`config.mk`:
```
export PLATFORM = sky130hd
export DESIGN_NAME = imem_loader
export DESIGN_NICKNAME = d
export VERILOG_FILES = /design/src/rtl/imem_loader.sv
export SDC_FILE = /design/constraint.sdc
export NUM_CORES = 1
export LEC_CHECK = 0
export ABC_AREA = 0
export BUFFER_PORTS_ARGS = -buffer_cell sky130_fd_sc_hd__buf_4
export CAP_MARGIN = 40
export CORE_MARGIN = 2
export CORE_UTILIZATION = 28
export CTS_BUF_LIST = sky130_fd_sc_hd__clkbuf_16
export CTS_CLUSTER_DIAMETER = 80
export DETAILED_ROUTE_END_ITERATION = 8
export PLACE_DENSITY = 0.54
export SETUP_SLACK_MARGIN = 0.4
export SLEW_MARGIN = 20
export SYNTH_ARGS = -nofsm -noshare
export SYNTH_HDL_FRONTEND = slang
export SYNTH_SLANG_ARGS = --single-unit
```
`constraint.sdc`:
```
create_clock -name clk -period 4 [get_ports clk]
set_input_delay 0.8 -clock clk [delete_from_list [all_inputs] [get_ports clk]]
set_output_delay 0.8 -clock clk [all_outputs]
set_load 0.1 [all_outputs]
```
`src/rtl/imem_loader.sv`:
```
// -----------------------------------------------------------------------------
// imem_loader
// Turns a host byte stream into instruction-memory writes and holds the core in
// reset until a complete, checksum-verified program image has been written.
//
// Stream format: [N] [word0 b3 b2 b1 b0] ... [wordN-1 b3..b0] [XOR checksum]
//   N          : word count, 1..DEPTH (not covered by the checksum)
//   words      : most-significant byte first
//   checksum   : XOR of every data byte
//
// Ports
//   clk, rst          clock, synchronous active-high reset
//   start             one-cycle pulse; begins a load from IDLE, DONE or ERR
//   byte_in/valid     stream byte and its qualifier
//   byte_ready        loader accepts a byte this cycle (COUNT, DATA, CSUM)
//   wr_en/addr/data   instruction memory write port, one-cycle strobe
//   cpu_hold          keep the core in reset
//   done / error      load verified / load failed (levels, mutually exclusive)
// -----------------------------------------------------------------------------
module imem_loader #(
   parameter int WIDTH  = 32,
   parameter int DEPTH  = 16,
   parameter int ADDR_W = 4
) (
   input  logic              clk,
   input  logic              rst,
   input  logic              start,
   input  logic [7:0]        byte_in,
   input  logic              byte_valid,
   output logic              byte_ready,
   output logic              wr_en,
   output logic [ADDR_W-1:0] wr_addr,
   output logic [WIDTH-1:0]  wr_data,
   output logic              cpu_hold,
   output logic              done,
   output logic              error
);

   // Word count needs one extra bit so that N == DEPTH fits.
   localparam int CW = ADDR_W + 1;

   typedef enum logic [2:0] {
      S_IDLE,
      S_COUNT,
      S_DATA,
      S_CSUM,
      S_DONE,
      S_ERR
   } state_t;

   state_t             r_state;
   logic               r_byte_ready;
   logic               r_wr_en;
   logic [ADDR_W-1:0]  r_wr_addr;
   logic [WIDTH-1:0]   r_wr_data;
   logic               r_cpu_hold;
   logic               r_done;
   logic               r_error;
   logic [CW-1:0]      r_count;
   logic [ADDR_W-1:0]  r_word_idx;
   logic [1:0]         r_byte_idx;
   logic [WIDTH-9:0]   r_shift;      // first three bytes of the word in flight
   logic [7:0]         r_csum;

   logic w_hs;
   logic w_count_bad;
   logic w_last_word;

   // byte_ready is registered, so a handshake is simply valid & ready.
   assign w_hs        = byte_valid & r_byte_ready;
   assign w_count_bad = (byte_in == 8'd0) || (32'(byte_in) > DEPTH);
   assign w_last_word = ({1'b0, r_word_idx} == (r_count - CW'(1)));

   always_ff @(posedge clk) begin
      if (rst) begin
         r_state      <= S_IDLE;
         r_byte_ready <= 1'b0;
         r_wr_en      <= 1'b0;
         r_wr_addr    <= '0;
         r_wr_data    <= '0;
         r_cpu_hold   <= 1'b1;
         r_done       <= 1'b0;
         r_error      <= 1'b0;
         r_count      <= '0;
         r_word_idx   <= '0;
         r_byte_idx   <= '0;
         r_shift      <= '0;
         r_csum       <= '0;
      end else begin
         r_wr_en <= 1'b0;   // strobe is a single cycle unless set below
         case (r_state)
            S_IDLE, S_DONE, S_ERR: begin
               if (start) begin
                  r_state      <= S_COUNT;
                  r_byte_ready <= 1'b1;
                  r_cpu_hold   <= 1'b1;
                  r_done       <= 1'b0;
                  r_error      <= 1'b0;
                  r_count      <= '0;
                  r_word_idx   <= '0;
                  r_byte_idx   <= '0;
                  r_csum       <= '0;
               end
            end
            S_COUNT: begin
               if (w_hs) begin
                  if (w_count_bad) begin
                     r_state      <= S_ERR;
                     r_byte_ready <= 1'b0;
                     r_error      <= 1'b1;
                  end else begin
                     r_count <= byte_in[CW-1:0];
                     r_state <= S_DATA;
                  end
               end
            end
            S_DATA: begin
               if (w_hs) begin
                  r_csum <= r_csum ^ byte_in;
                  if (r_byte_idx == 2'd3) begin
                     r_wr_en    <= 1'b1;
                     r_wr_addr  <= r_word_idx;
                     r_wr_data  <= {r_shift, byte_in};
                     r_byte_idx <= '0;
                     r_word_idx <= r_word_idx + ADDR_W'(1);
                     // CSUM is entered on the same edge that raises the final wr_en.
                     if (w_last_word)
                        r_state <= S_CSUM;
                  end else begin
                     r_shift    <= {r_shift[WIDTH-17:0], byte_in};
                     r_byte_idx <= r_byte_idx + 2'd1;
                  end
               end
            end
            S_CSUM: begin
               if (w_hs) begin
                  r_byte_ready <= 1'b0;
                  if (byte_in == r_csum) begin
                     r_state    <= S_DONE;
                     r_done     <= 1'b1;
                     r_cpu_hold <= 1'b0;
                  end else begin
                     r_state <= S_ERR;
                     r_error <= 1'b1;
                  end
               end
            end
            default: begin
               r_state      <= S_IDLE;
               r_byte_ready <= 1'b0;
               r_cpu_hold   <= 1'b1;
            end
         endcase
      end
   end

   assign byte_ready = r_byte_ready;
   assign wr_en      = r_wr_en;
   assign wr_addr    = r_wr_addr;
   assign wr_data    = r_wr_data;
   assign cpu_hold   = r_cpu_hold;
   assign done       = r_done;
   assign error      = r_error;

endmodule

```
==> results.py, run 1 <==
metrics = {
    "outcome": {
        "status": "complete, no violations",
    },
    "place": {
        "pre_cts_ws_ns": 1.09,
        "portBuffers": 52,
        "post-dp-hpwl_mm": 5.88,
        "routabilityCongestion": 0.831,
        "placed_area_sq_um": 4110,
        "placed_cells": 647,
    },
    "clocking": {
        "post_cts_resized": 0,
        "tritoncts": "yes",
        "htree_levels": 3,
        "clk_pin_slew_ns": 0.06,
        "clockBufferDepth": 2,
        "cts_setup_buffers": 0,
        "root_buffer": "clkbuf_16",
        "postCtsHoldBufs": 0,
        "clock-sinks": 87,
        "numCtsBuffers": 9,
        "clkLatencyLatePin_ns": 0.34,
    },
    "timing": {
        "hold_viol": 0,
        "post-route-min-period_ns": 2.71,
        "skew_ns": 0.00404,
        "hold-worst-slack_ns": 0.456,
        "fin_setup_tns_ns": 0,
        "rsz0062_at_grt": "no",
        "worst_slew_pin_slew_ns": 0.805,
        "finalSetupViolations": 0,
        "fmax_mhz": 368,
        "relSlewSlack": 0.463,
        "setup_slack_ns": 1.29,
        "fin_crit_sh": 0.679,
        "finalMaxSlewViolations": 0,
    },
    "routing": {
        "ant_nets": 0,
        "drt_iter0_drc": 233,
        "vias": 3079,
        "wirelength_mm": 8.95,
        "wl_per_cell_microns": 13.5,
        "drc_errors": 0,
        "viasPerCell": 4.64,
        "first_pass_iters": 4,
    },
    "synth": {
        "synth.distinct_cells": 49,
        "synth_nets": 466,
        "avgSynthCellArea_sq_um": 8.08,
        "synth-main-ff-cell": "dfxtp_1",
        "synth.cell_area_sq_um": 3640,
        "syn_inst": 451,
        "ys_ff_latch": 87,
        "yosys_warnings": 0,
        "yosysSeqAreaShare": 0.478,
        "synth_edf_count": 0,
        "async_flop_share": 0,
    },
    "final_layout": {
        "antenna_cells_inserted": 0,
        "syn2layout_area_growth_pct": 22.4,
        "num-nets-final": 502,
        "layout-drive-gt1-share": 0.159,
        "stdcell_count": 664,
        "fin_util": 0.352,
        "stdcell_area_sq_um": 4460,
    },
    "critical_path": {
        "worstPathRequired_ns": 4.22,
        "r2r_slack_ns": 1.29,
        "start_kind": "flip-flop",
        "critPathKind": "flip-flop to flip-flop",
        "r2r-start": "r_state[1]",
        "reg2reg_depth": 5,
        "worstSetupStartpoint": "r_state[1]",
        "critPathMaxFanout": 24,
        "reg2reg_to": "r_shift[4]",
        "crit_path_end_kind": "flip-flop",
        "arrival_ns": 2.93,
    },
    "power": {
        "power_density_nw_per_um2": 444,
        "vdd_drop_max_uv": 213,
        "power_mw": 1.98,
        "leakage_nw": 1.58,
    },
    "floorplan": {
        "ios": 53,
        "coreArea_sq_um": 12700,
        "num_rows": 41,
        "start_util": 0.287,
        "die_y_microns": 118,
        "fp.dieW_microns": 118,
        "die_area_sq_um": 13900,
    },
    "hold_path": {
        "min_from": "wr_data[27]",
        "worstHoldPathCells": 2,
        "hold_end": "wr_data[27]",
        "hold_path.class": "flip-flop to flip-flop",
    },
    "global_routing": {
        "grt_antenna_before_repair": 0,
        "track_usage": 0.130,
        "grt_pass1_vias": 2880,
        "grt_pass1_wl_mm": 14.6,
        "grt_max_degree": 87,
        "grt_overflow_total": 0,
    },
    "flow_run": {
        "drv_cap": 0,
    },
}
## flip-flops by register name, indices dropped and copies added, names as in the netlist
register	count
r_state	3
wr_en	1
r_byte_idx	2
r_csum	8
error	1
wr_addr	4
r_shift	24
done	1
wr_data	32
r_count	5
byte_ready	1
cpu_hold	1
r_word_idx	4
## worst max path at each step
stage / to / cells past startpoint
detailed placement: r_shift[9] / 6
finish: r_shift[4] / 5
CTS: r_shift[4] / 5
global placement: r_shift[19] / 6
floorplan: r_state[0] / 6
global route: r_shift[18] / 5
## power breakdown
group / internal [mW] / switching (mW)
logic: 0.0591 / 0.119
clock network: 0.548 / 0.358
registers: 0.879 / 0.0181
total: 1.49 / 0.495
## per-layer routing
metal  part of all wire  vias to the layer above  global-route usage
li1                   -                     1585                   -
met1               0.52                     1434               0.185
met2               0.44                       52               0.186
met3              0.036                        8              0.0315
met4              0.013                        0              0.0565
met5                  0                        -                   0
## worst max-delay path, cell delays in order, from the launching register on
cell and delay [ns]:
dfxtp_1 0.68, nand4b_1 0.20, a21oi_1 0.69, nand2_1 0.69, nand2_1 0.23, a21oi_1 0.09
## Yosys cell counts (5+ instances only)
cell      count  area share
mux2i_1       7       0.019
nor2b_1       6       0.010
buf_2        11       0.015
a22oi_1       7       0.014
o21ai_0      10       0.014
nor2_1       23       0.024
xor2_1        6       0.014
dfxtp_1      87        0.48
nor3_1        5      0.0069
nand2b_1     13       0.022
nand2_1     137        0.14
clkbuf_1     14       0.014
a21oi_1      70       0.096
nand3b_1      6       0.012
## layout make-up
cell class,instances,area [sq um]
clock inverter,7,93.8
fill,1319,8210
multi-input combinational,331,1740
clock buffer,9,225
tap,172,215
timing repair buffer,55,433
sequential,87,1740
inverter,3,11.3
## cell usage in the layout (no fill, tap or decap), types with 3 or more instances in the layout
master     synthesis  routed
clkbuf_16          0       9
xor2_1             6       6
xnor2_1            4       4
buf_4              2      54
inv_1              3       3
o21ai_0           10      10
nor3_1             5       5
a22oi_1            7       7
nand3b_1           6       6
a21oi_1           70      70
dfxtp_1           87      87
nor2b_1            6       6
mux2i_1            7       7
nor2_1            23      23
nand2b_1          13      13
ha_1               3       3
nand2_1          137     137
## kinds of logic after synthesis
| family | share of synthesized area |
|---|---|
| fa+ha+maj | 0.0103 |
| xor+xnor | 0.0240 |
| compound gates | 0.169 |
| mux | 0.0223 |
| flops | 0.478 |
| buf+inv | 0.0443 |
| simple gates | 0.252 |
(Power assumes the default switching activity.)
==> inputs of run 2 (changes only) <==
--- a/config.mk
+++ b/config.mk
@@ -13,7 +13,7 @@
 export CTS_BUF_LIST = sky130_fd_sc_hd__clkbuf_16
 export CTS_CLUSTER_DIAMETER = 80
 export DETAILED_ROUTE_END_ITERATION = 8
-export PLACE_DENSITY = 0.54
+export PLACE_DENSITY = 0.56
 export SETUP_SLACK_MARGIN = 0.4
 export SLEW_MARGIN = 20
 export SYNTH_ARGS = -nofsm -noshare
==> constraint.sdc (replaced) <==
create_clock -name clk -period 2.3 [get_ports clk]
set_input_delay 0.46 -clock clk [delete_from_list [all_inputs] [get_ports clk]]
set_output_delay 0.46 -clock clk [all_outputs]
set_load 0.1 [all_outputs]
==> run 2 against run 1 <==
Fmax rose by 52%. Critical endpoint is now byte_ready. Critical path depth did not move. Wire length rose by 0.65%. Cell area rose by 0.48%. First-iteration DRC count fell by 26%. Sequential cell count did not move. Core utilization rose by 0.17 points. Setup slack got worse by 0.78 ns. Clock power rose by 61%. Highest routed layer unchanged.
==> results.py, run 2 (same netlist as run 1, synthesis figures left out) <==
metrics = {
    "outcome": {
        "status": "complete, no violations",
    },
    "timing": {
        "fin_setup_tns_ns": 0,
        "finalSetupViolations": 0,
        "fin_crit_sh": 0.779,
        "finalMaxSlewViolations": 0,
        "rsz0062_at_grt": "yes",
        "post-route-min-period_ns": 1.79,
        "relSlewSlack": 0.656,
        "worst_slew_pin_slew_ns": 0.516,
        "skew_ns": 0.00705,
        "fmax_mhz": 558,
        "hold_viol": 0,
    },
    "clocking": {
        "cts_setup_buffers": 0,
        "numCtsBuffers": 9,
        "clkLatencyLatePin_ns": 0.34,
        "htree_levels": 3,
        "root_buffer": "clkbuf_16",
        "clock-sinks": 87,
        "clk_pin_slew_ns": 0.07,
        "clockBufferDepth": 2,
        "tritoncts": "yes",
    },
    "critical_path": {
        "cp.buffers_inverters": 0,
        "reg2reg_to": "byte_ready",
        "arrival_ns": 2.02,
        "start_kind": "flip-flop",
        "critPathMaxFanout": 8,
        "r2r_slack_ns": 0.51,
        "slowest_stage": "dfxtp_1",
        "worstPathRequired_ns": 2.53,
        "critPathKind": "flip-flop to flip-flop",
        "cp_cell_sequence": "nand2b_2 -> mux2i_1 -> a21boi_1 -> a21boi_0 -> o21ba_2",
        "crit_family": "compound AO/OA/AOI/OAI gates",
        "reg2reg_depth": 5,
        "crit_path_max_incr_delay_ns": 0.48,
        "r2r-start": "r_state[2]",
        "crit_path_end_kind": "flip-flop",
    },
    "place": {
        "placed_cells": 654,
        "routabilityCongestion": 0.832,
        "post-dp-hpwl_mm": 6.21,
        "portBuffers": 52,
    },
    "global_routing": {
        "grt_antenna_before_repair": 0,
        "grt_overflow_total": 0,
        "track_usage": 0.132,
        "grt_max_degree": 52,
        "grt_pass1_wl_mm": 14.9,
        "grt_pass1_vias": 2937,
    },
    "floorplan": {
        "coreArea_sq_um": 12700,
        "ios": 53,
        "fp.dieW_microns": 118,
        "start_util": 0.287,
        "num_rows": 41,
        "die_area_sq_um": 13900,
        "die_y_microns": 118,
    },
    "routing": {
        "drt_iter0_drc": 173,
        "first_pass_iters": 4,
        "wl_per_cell_microns": 13.4,
        "wirelength_mm": 9.01,
        "ant_nets": 0,
        "vias": 3116,
        "drc_errors": 0,
        "viasPerCell": 4.65,
    },
    "hold_path": {
        "worstHoldPathCells": 3,
        "hold_end": "wr_data[5]",
        "min_from": "byte_in[5]",
        "hold_path.class": "input pin to flip-flop",
    },
    "power": {
        "internal_power_mw": 2.49,
        "comb_power_share": 0.099,
        "power_frac_seq": 0.464,
        "sw_frac_of_total": 0.257,
        "leakage_nw": 1.59,
        "vdd_drop_max_uv": 299,
        "p_switching_mw": 0.860,
        "p_clk_frac": 0.437,
        "power_density_nw_per_um2": 747,
    },
    "final_layout": {
        "largest_reg_flops": 32,
        "num-nets-final": 508,
        "antenna_cells_inserted": 0,
        "layout_commonest_cell": "nand2_1",
        "syn2layout_area_growth_pct": 23.0,
        "stdcell_count": 670,
        "layout-drive-gt1-share": 0.175,
        "mostFrequentLayoutCells": "137 x nand2_1, 86 x dfxtp_1, 70 x a21oi_1, 60 x buf_4, 23 x nor2_1",
    },
    "flow_run": {
        "drv_cap": 0,
    },
}
run 2: cell count changes in the layout (fill, tap and decap cells not counted), sizes merged:
cell	previous run	this run
buf	55	61
inv	5	4
bufinv	2	1
clkinv	3	5
run 2: worst min-delay path, cell delays in order:
cell and delay, ns:
buf_4 0.14, nand2_1 0.06, a21oi_1 0.05
run 2: layout make-up:
class | instances | area, sq um
Multi-Input combinational cell | 331 | 1740
Clock buffer | 9 | 225
Timing Repair Buffer | 61 | 470
Inverter | 3 | 11.3
Sequential cell | 87 | 1740
Fill cell | 1342 | 8190
Tap cell | 172 | 215
Clock inverter | 7 | 72.6
run 2: worst max-delay path by stage:
stage	endpoint	slack (ns)	depth (start not counted)	from
4_1_cts	r_shift[20]	0.47	8	r_state[1]
3_5_place_dp	byte_ready	0.24	6	byte_in[0]
6_report	byte_ready	0.51	5	r_state[2]
2_1_floorplan	byte_ready	0.41	6	byte_in[1]
3_3_place_gp	byte_ready	0.29	6	byte_in[0]
5_1_grt	r_shift[20]	0.38	8	r_state[1]
run 2: power groups by stage:
stage / Clock, mW / Combinational (mW) / Sequential (mW)
after floorplan: 0 / 0.209 / 1.62
after global placement: 0 / 0.325 / 1.59
after detailed placement: 0 / 0.329 / 1.59
after CTS: 1.48 / 0.331 / 1.55
after global routing: 1.56 / 0.360 / 1.55
final: 1.46 / 0.331 / 1.55
run 2: what timing repair did:
item	in CTS	in global routing
hold buffers	0	0
gates resized for setup	1	2
endpoints found under the setup margin	1	22
run 2: stage by stage:
stage	cell area (sq um)	power (mW)	worst slack, ns	utilization	hold WS [ns]
after floorplan	3640	1.83	0.411	-	0.432
after global placement	4180	1.91	0.295	0.330	0.440
after detailed placement	4180	1.91	0.237	0.330	0.445
after CTS	4480	3.37	0.467	0.354	0.405
after global routing	4480	3.48	0.380	0.354	0.410
final	4480	3.35	0.509	0.354	0.410
run 2: per-layer routing:
metal / track usage / wire length, microns / part of all wire / vias up
li1: - / - / - / 1595
met1: 0.184 / 4440 / 0.49 / 1443
met2: 0.198 / 4000 / 0.44 / 62
met3: 0.0262 / 382 / 0.042 / 16
met4: 0.0602 / 187 / 0.021 / 0
met5: 0 / 0 / 0 / -
